<file path="config.mk">
export PLATFORM = sky130hd
export DESIGN_NAME = wb_regfile
export DESIGN_NICKNAME = d
export VERILOG_FILES = /design/src/rtl/wb_regfile.sv
export SDC_FILE = /design/constraint.sdc
export NUM_CORES = 1
export LEC_CHECK = 0
export CAP_MARGIN = 20
export CORE_AREA = 2 2 87 89
export CTS_BUF_LIST = sky130_fd_sc_hd__clkbuf_4 sky130_fd_sc_hd__clkbuf_8 sky130_fd_sc_hd__clkbuf_16
export CTS_CLUSTER_SIZE = 25
export DETAILED_ROUTE_END_ITERATION = 10
export DIE_AREA = 0 0 89 91
export GPL_ROUTABILITY_DRIVEN = 0
export GPL_TIMING_DRIVEN = 0
export PLACE_DENSITY = 0.75
export SLEW_MARGIN = 20
export SYNTH_ARGS = -nofsm -noshare
export SYNTH_HDL_FRONTEND = slang
export SYNTH_SLANG_ARGS = --single-unit
</file>
<file path="constraint.sdc">
create_clock -name clock -period 1.7 [get_ports clock]
set_input_delay 0.17 -clock clock [delete_from_list [all_inputs] [get_ports clock]]
set_output_delay 0.17 -clock clock [all_outputs]
set_load 0.005 [all_outputs]
</file>
<file path="src/rtl/wb_regfile.sv">
// Writeback stage of the 8-bit pipeline: MEM-stage capture, 4 x 8-bit register
// file with bypassed decode read ports, load-use stall FSM and retired-write counter.
module wb_regfile #(
    parameter int CNT_W = 16
) (
    input  logic             clock,
    input  logic             reset_n,
    input  logic             Wr_MEM,
    input  logic             Rm_MEM,
    input  logic [1:0]       rdmem,
    input  logic [7:0]       data_out,
    input  logic [7:0]       acOutWb,
    input  logic [1:0]       rs_a,
    input  logic [1:0]       rs_b,
    input  logic             use_a,
    input  logic             use_b,
    input  logic             Rm_EX,
    input  logic [1:0]       rd_EX,
    output logic [7:0]       regA,
    output logic [7:0]       regB,
    output logic             stall,
    output logic             wb_valid,
    output logic [1:0]       wb_rd,
    output logic [7:0]       wb_value,
    output logic [CNT_W-1:0] retired
);

    typedef enum logic [0:0] {
        RUN    = 1'b0,
        BUBBLE = 1'b1
    } state_t;

    state_t           state_r;
    logic             v_r;
    logic [1:0]       rd_r;
    logic [7:0]       val_r;
    logic [7:0]       regs_r [4];
    logic [CNT_W-1:0] retired_r;
    logic             hazard_s;

    // Stage register; the load/ALU select is resolved at capture time.
    always_ff @(posedge clock or negedge reset_n) begin
        if (!reset_n) begin
            v_r   <= 1'b0;
            rd_r  <= 2'd0;
            val_r <= 8'h00;
        end else begin
            v_r   <= Wr_MEM;
            rd_r  <= rdmem;
            val_r <= Rm_MEM ? data_out : acOutWb;
        end
    end

    // Commit the pending write into the register file.
    always_ff @(posedge clock or negedge reset_n) begin
        if (!reset_n) begin
            for (int i = 0; i < 4; i++) begin
                regs_r[i] <= 8'h00;
            end
        end else if (v_r) begin
            regs_r[rd_r] <= val_r;
        end
    end

    // Retired-write counter, saturating at all-ones.
    always_ff @(posedge clock or negedge reset_n) begin
        if (!reset_n) begin
            retired_r <= {CNT_W{1'b0}};
        end else if (v_r && (retired_r != {CNT_W{1'b1}})) begin
            retired_r <= retired_r + {{(CNT_W-1){1'b0}}, 1'b1};
        end
    end

    // Hazard FSM: BUBBLE masks the stale Rm_EX left behind by the injected bubble.
    always_ff @(posedge clock or negedge reset_n) begin
        if (!reset_n) begin
            state_r <= RUN;
        end else begin
            case (state_r)
                RUN:     state_r <= hazard_s ? BUBBLE : RUN;
                BUBBLE:  state_r <= RUN;
                default: state_r <= RUN;
            endcase
        end
    end

    // Decode read ports with same-cycle bypass from the pending write.
    always_comb begin
        if (v_r && (rd_r == rs_a)) begin
            regA = val_r;
        end else begin
            regA = regs_r[rs_a];
        end
        if (v_r && (rd_r == rs_b)) begin
            regB = val_r;
        end else begin
            regB = regs_r[rs_b];
        end
    end

    // Load-use detection against the load currently in EX.
    always_comb begin
        hazard_s = Rm_EX && ((use_a && (rd_EX == rs_a)) || (use_b && (rd_EX == rs_b)));
        case (state_r)
            RUN:     stall = hazard_s;
            BUBBLE:  stall = 1'b0;
            default: stall = 1'b0;
        endcase
    end

    assign wb_valid = v_r;
    assign wb_rd    = rd_r;
    assign wb_value = val_r;
    assign retired  = retired_r;

endmodule

</file>
==> results.toml <==
[grt]
grt_start_max_net_pins = 51
initial_antenna_violation_count = 0
grt_util_all_layers = 0.1903
grt-ovfl-total = 0
first_pass_grt_wire_length_um = 11610
first_global_vias = 2341

[finish]
finalCoreUtilization = 0.6290
synthToLayoutAreaGrowth_pct = 43.87
layout.cells.non_filler = 417
design.final.nets = 345
post_route_cells_drive_above_1_share = 0.4937
final_area_sq_um = 4489
num_antenna_cells = 0

[routing]
route.vias.total = 2159
routed.top_layer = "met4"
met3_length_um = 307
drt-vias-per-instance = 5.177
drtPass1Iterations = 4
antenna_violating_nets_post_route = 0
remaining_drc_errors = 0
wl_met1_um = 3051
wirelength_um = 7113
drt_first_iter_violations = 93
avgRoutedWirePerCell_um = 17.06
wl_met2_um = 3640

[die]
die_width_um = 89
design.die.area_sq_um = 8099
chipHeight_um = 91
boundaryPins = 75
initial_utilization = 0.4372
row_count = 31
core_region_area_sq_um = 7137

[worst_setup_path]
origin_of_the_worst_setup_path = "wb_rd[1]"
cp_max_fo = 5
regToRegSetupSlack_ns = 0.07
worstSetupPathType = "reg -> out"
endpoint_kind = "output port"
worst_path_most_repeated_cell = "sky130_fd_sc_hd__buf_6"
r2r-end = "retired[7]"
critPathArrivalTime_ns = 1.74
cp.required_ns = 1.53
cp-start-kind = "flip-flop"
setup.worst_path.end = "regB[7]"
r2r_start = "retired[1]"
crit_chain = "xnor2_2 > nand3_4 > buf_6 > mux2_4 > buf_6"
timing.critical_path.slowest_stage_cell = "sky130_fd_sc_hd__dfrtp_2"
critical_path.max_stage_delay_ns = 0.45
worst_r2r_path_depth = 5

[power_and_ir_drop]
power.static_leakage_nw = 1.863
power.switching_mw = 1.349
power.internal_mw = 3.608
worst_ir_drop_vdd_v = 0.0005487
power_switching_share = 0.2721
share_seq_of_total_power = 0.401
power-per-cell-area_nw_per_um2 = 1104
power_after_layout_mw = 4.957
power.clock.fraction = 0.314
power_frac_comb = 0.286

[placement]
placement.io_buffers = 69
place.detailed.instances = 382
hpwlAfterDp_um = 4747
placed_cell_area_sq_um = 3960

[timing]
final_max_slew_viol_count = 0
period_share = 1.126
timing_hold_violations_final = 0
finalSetupViolCount = 16
max_clk_rate_mhz = 522.3
finalClockSkew_ns = 0.004707
worst_slew_margin_rel = 0.6442
grt_setup_unrepaired = "yes"
final_period_minus_worst_setup_slack_ns = 1.915
setup_slack_ns = -0.2146
tightest_slew_ns = 0.5321

[clock_tree]
clk-insertion-delay-late_ns = 0.34
cts_bufs_inserted = 9
worst_setup_hold_path_clk_slew_ns = 0.07
cts_max_level = 3
clock_tree.root_cell = "sky130_fd_sc_hd__clkbuf_8"
tritoncts_clock_tree = "yes"
clock_sink_count = 60
cts.path.max_buffers = 2

[logic_synthesis]
syn_inst = 213
synth_async_sr_flop_share = 1.000
dominantRegCellSynth = "sky130_fd_sc_hd__dfrtp_1"
seq_cells_post_synth = 60
synth-edff-count = 0
synth_top_cell_area_share = 0.4812
seq_total_area_yosys = 0.4812
synth_top_cell_by_area = "sky130_fd_sc_hd__dfrtp_1"
synth.cell_area_sq_um = 3120
yosys_warnings = 0
synth_area_per_cell_sq_um = 14.65
post-synth-top-count-cell = "sky130_fd_sc_hd__dfrtp_1"
synth.net_count = 245
synth.top_cells.by_area = "sky130_fd_sc_hd__dfrtp_1 48%, sky130_fd_sc_hd__mux2_2 21%, sky130_fd_sc_hd__mux4_2 12%"
synth_common_cells = "60 x sky130_fd_sc_hd__dfrtp_1, 57 x sky130_fd_sc_hd__mux2_2, 16 x sky130_fd_sc_hd__mux4_2"
synth_cell_type_count = 37

[run_status]
failed_checks = "negative setup slack"
status = "finished with violations"

[flow_run]
maxCapViolations = 0

[min_path]
min_delay_path_class = "in -> async"
critical path, delay by kind of cell (launching register included):
kind | cells | cell delay [ns]
flops | 1 | 0.45
mux | 1 | 0.30
buf+inv | 2 | 0.29
xor+xnor | 1 | 0.20
simple gates | 1 | 0.17
how the worst min path moves through the flow:
stage | endpoint | cells past startpoint
3_5_place_dp | retired[3] | 1
5_1_grt | retired[3] | 2
3_3_place_gp | state_r | 1
2_1_floorplan | regs_r[0] | 0
6_report | retired[9] | 2
4_1_cts | retired[3] | 2
repair_timing:
item                                    CTS  global route
gates resized for setup                 104             9
setup buffers                            19             1
hold buffers                              1             0
endpoints found under the setup margin   30            31
endpoints found under the hold margin    60             0
pin swaps                                 7             7
state kept, by name, summed over array words and instances (netlist names):
| name | flops |
|---|---|
| wb_value | 8 |
| wb_valid | 1 |
| regs_r | 32 |
| wb_rd | 2 |
| retired | 16 |
| state_r | 1 |
power by group through the flow:
stage	Sequential [mW]	Clock, mW	Combinational, mW
after floorplan	1.94	0	0.670
after global placement	1.98	0	1.23
after detailed placement	2.00	0	1.27
after global routing	2.03	1.65	1.54
final	1.99	1.55	1.42
after CTS	1.98	1.58	1.41
placed cells by master, fill, tap and decap left out, types with 2 or more instances in the layout:
cell	instances
sky130_fd_sc_hd__bufinv_16	3
sky130_fd_sc_hd__clkinv_2	2
sky130_fd_sc_hd__mux2_4	7
sky130_fd_sc_hd__nand3_2	2
sky130_fd_sc_hd__xnor2_1	9
sky130_fd_sc_hd__xor2_1	5
sky130_fd_sc_hd__dfrtp_2	4
sky130_fd_sc_hd__clkinvlp_4	2
sky130_fd_sc_hd__buf_4	10
sky130_fd_sc_hd__nand4_1	5
sky130_fd_sc_hd__o21a_1	2
sky130_fd_sc_hd__nor2_1	6
sky130_fd_sc_hd__nand2b_1	2
sky130_fd_sc_hd__buf_6	21
sky130_fd_sc_hd__buf_2	11
sky130_fd_sc_hd__nand3b_1	2
sky130_fd_sc_hd__mux4_2	16
sky130_fd_sc_hd__nand3_4	3
sky130_fd_sc_hd__clkdlybuf4s50_1	51
sky130_fd_sc_hd__nand2_1	2
sky130_fd_sc_hd__and4_1	2
sky130_fd_sc_hd__dfrtp_1	56
sky130_fd_sc_hd__inv_1	2
sky130_fd_sc_hd__mux2_2	51
sky130_fd_sc_hd__xnor2_2	4
sky130_fd_sc_hd__clkbuf_8	9
sky130_fd_sc_hd__nand3_1	7
metal layers:
layer | vias up | track usage
met2 | 65 | 0.3116
met4 | 0 | 0.07960
met5 | - | 0
li1 | 1008 | -
met3 | 8 | 0.03364
met1 | 1078 | 0.2460
stage by stage:
step,hold WS [ns],TNS [ns],setup WS [ns]
2_1_floorplan,-0.1256,0,0.06298
3_3_place_gp,0.4038,-95.89,-1.457
3_5_place_dp,0.02267,-9.314,-0.5615
4_1_cts,0.2046,-3.452,-0.2367
5_1_grt,0.2258,-3.642,-0.2639
6_report,0.2057,-2.726,-0.2146
kinds of logic after synthesis:
family          synth area share
mux                       0.3296
fa+ha+maj               0.004009
buf+inv                  0.01403
xor+xnor                 0.05052
compound gates           0.02686
flops                     0.4812
simple gates             0.09383
area by class of cell:
cell class | instances | area (sq um)
flip-flops and latches | 60 | 1506
plain buffers | 6 | 31.28
well taps | 99 | 123.9
multi-input cells | 143 | 1689
inverters | 2 | 7.507
clock buffers | 9 | 123.9
fillers | 581 | 2648
clock inverters | 7 | 115.1
repair buffers | 91 | 892.1
Note: power is estimated with default switching activity, not from simulation.
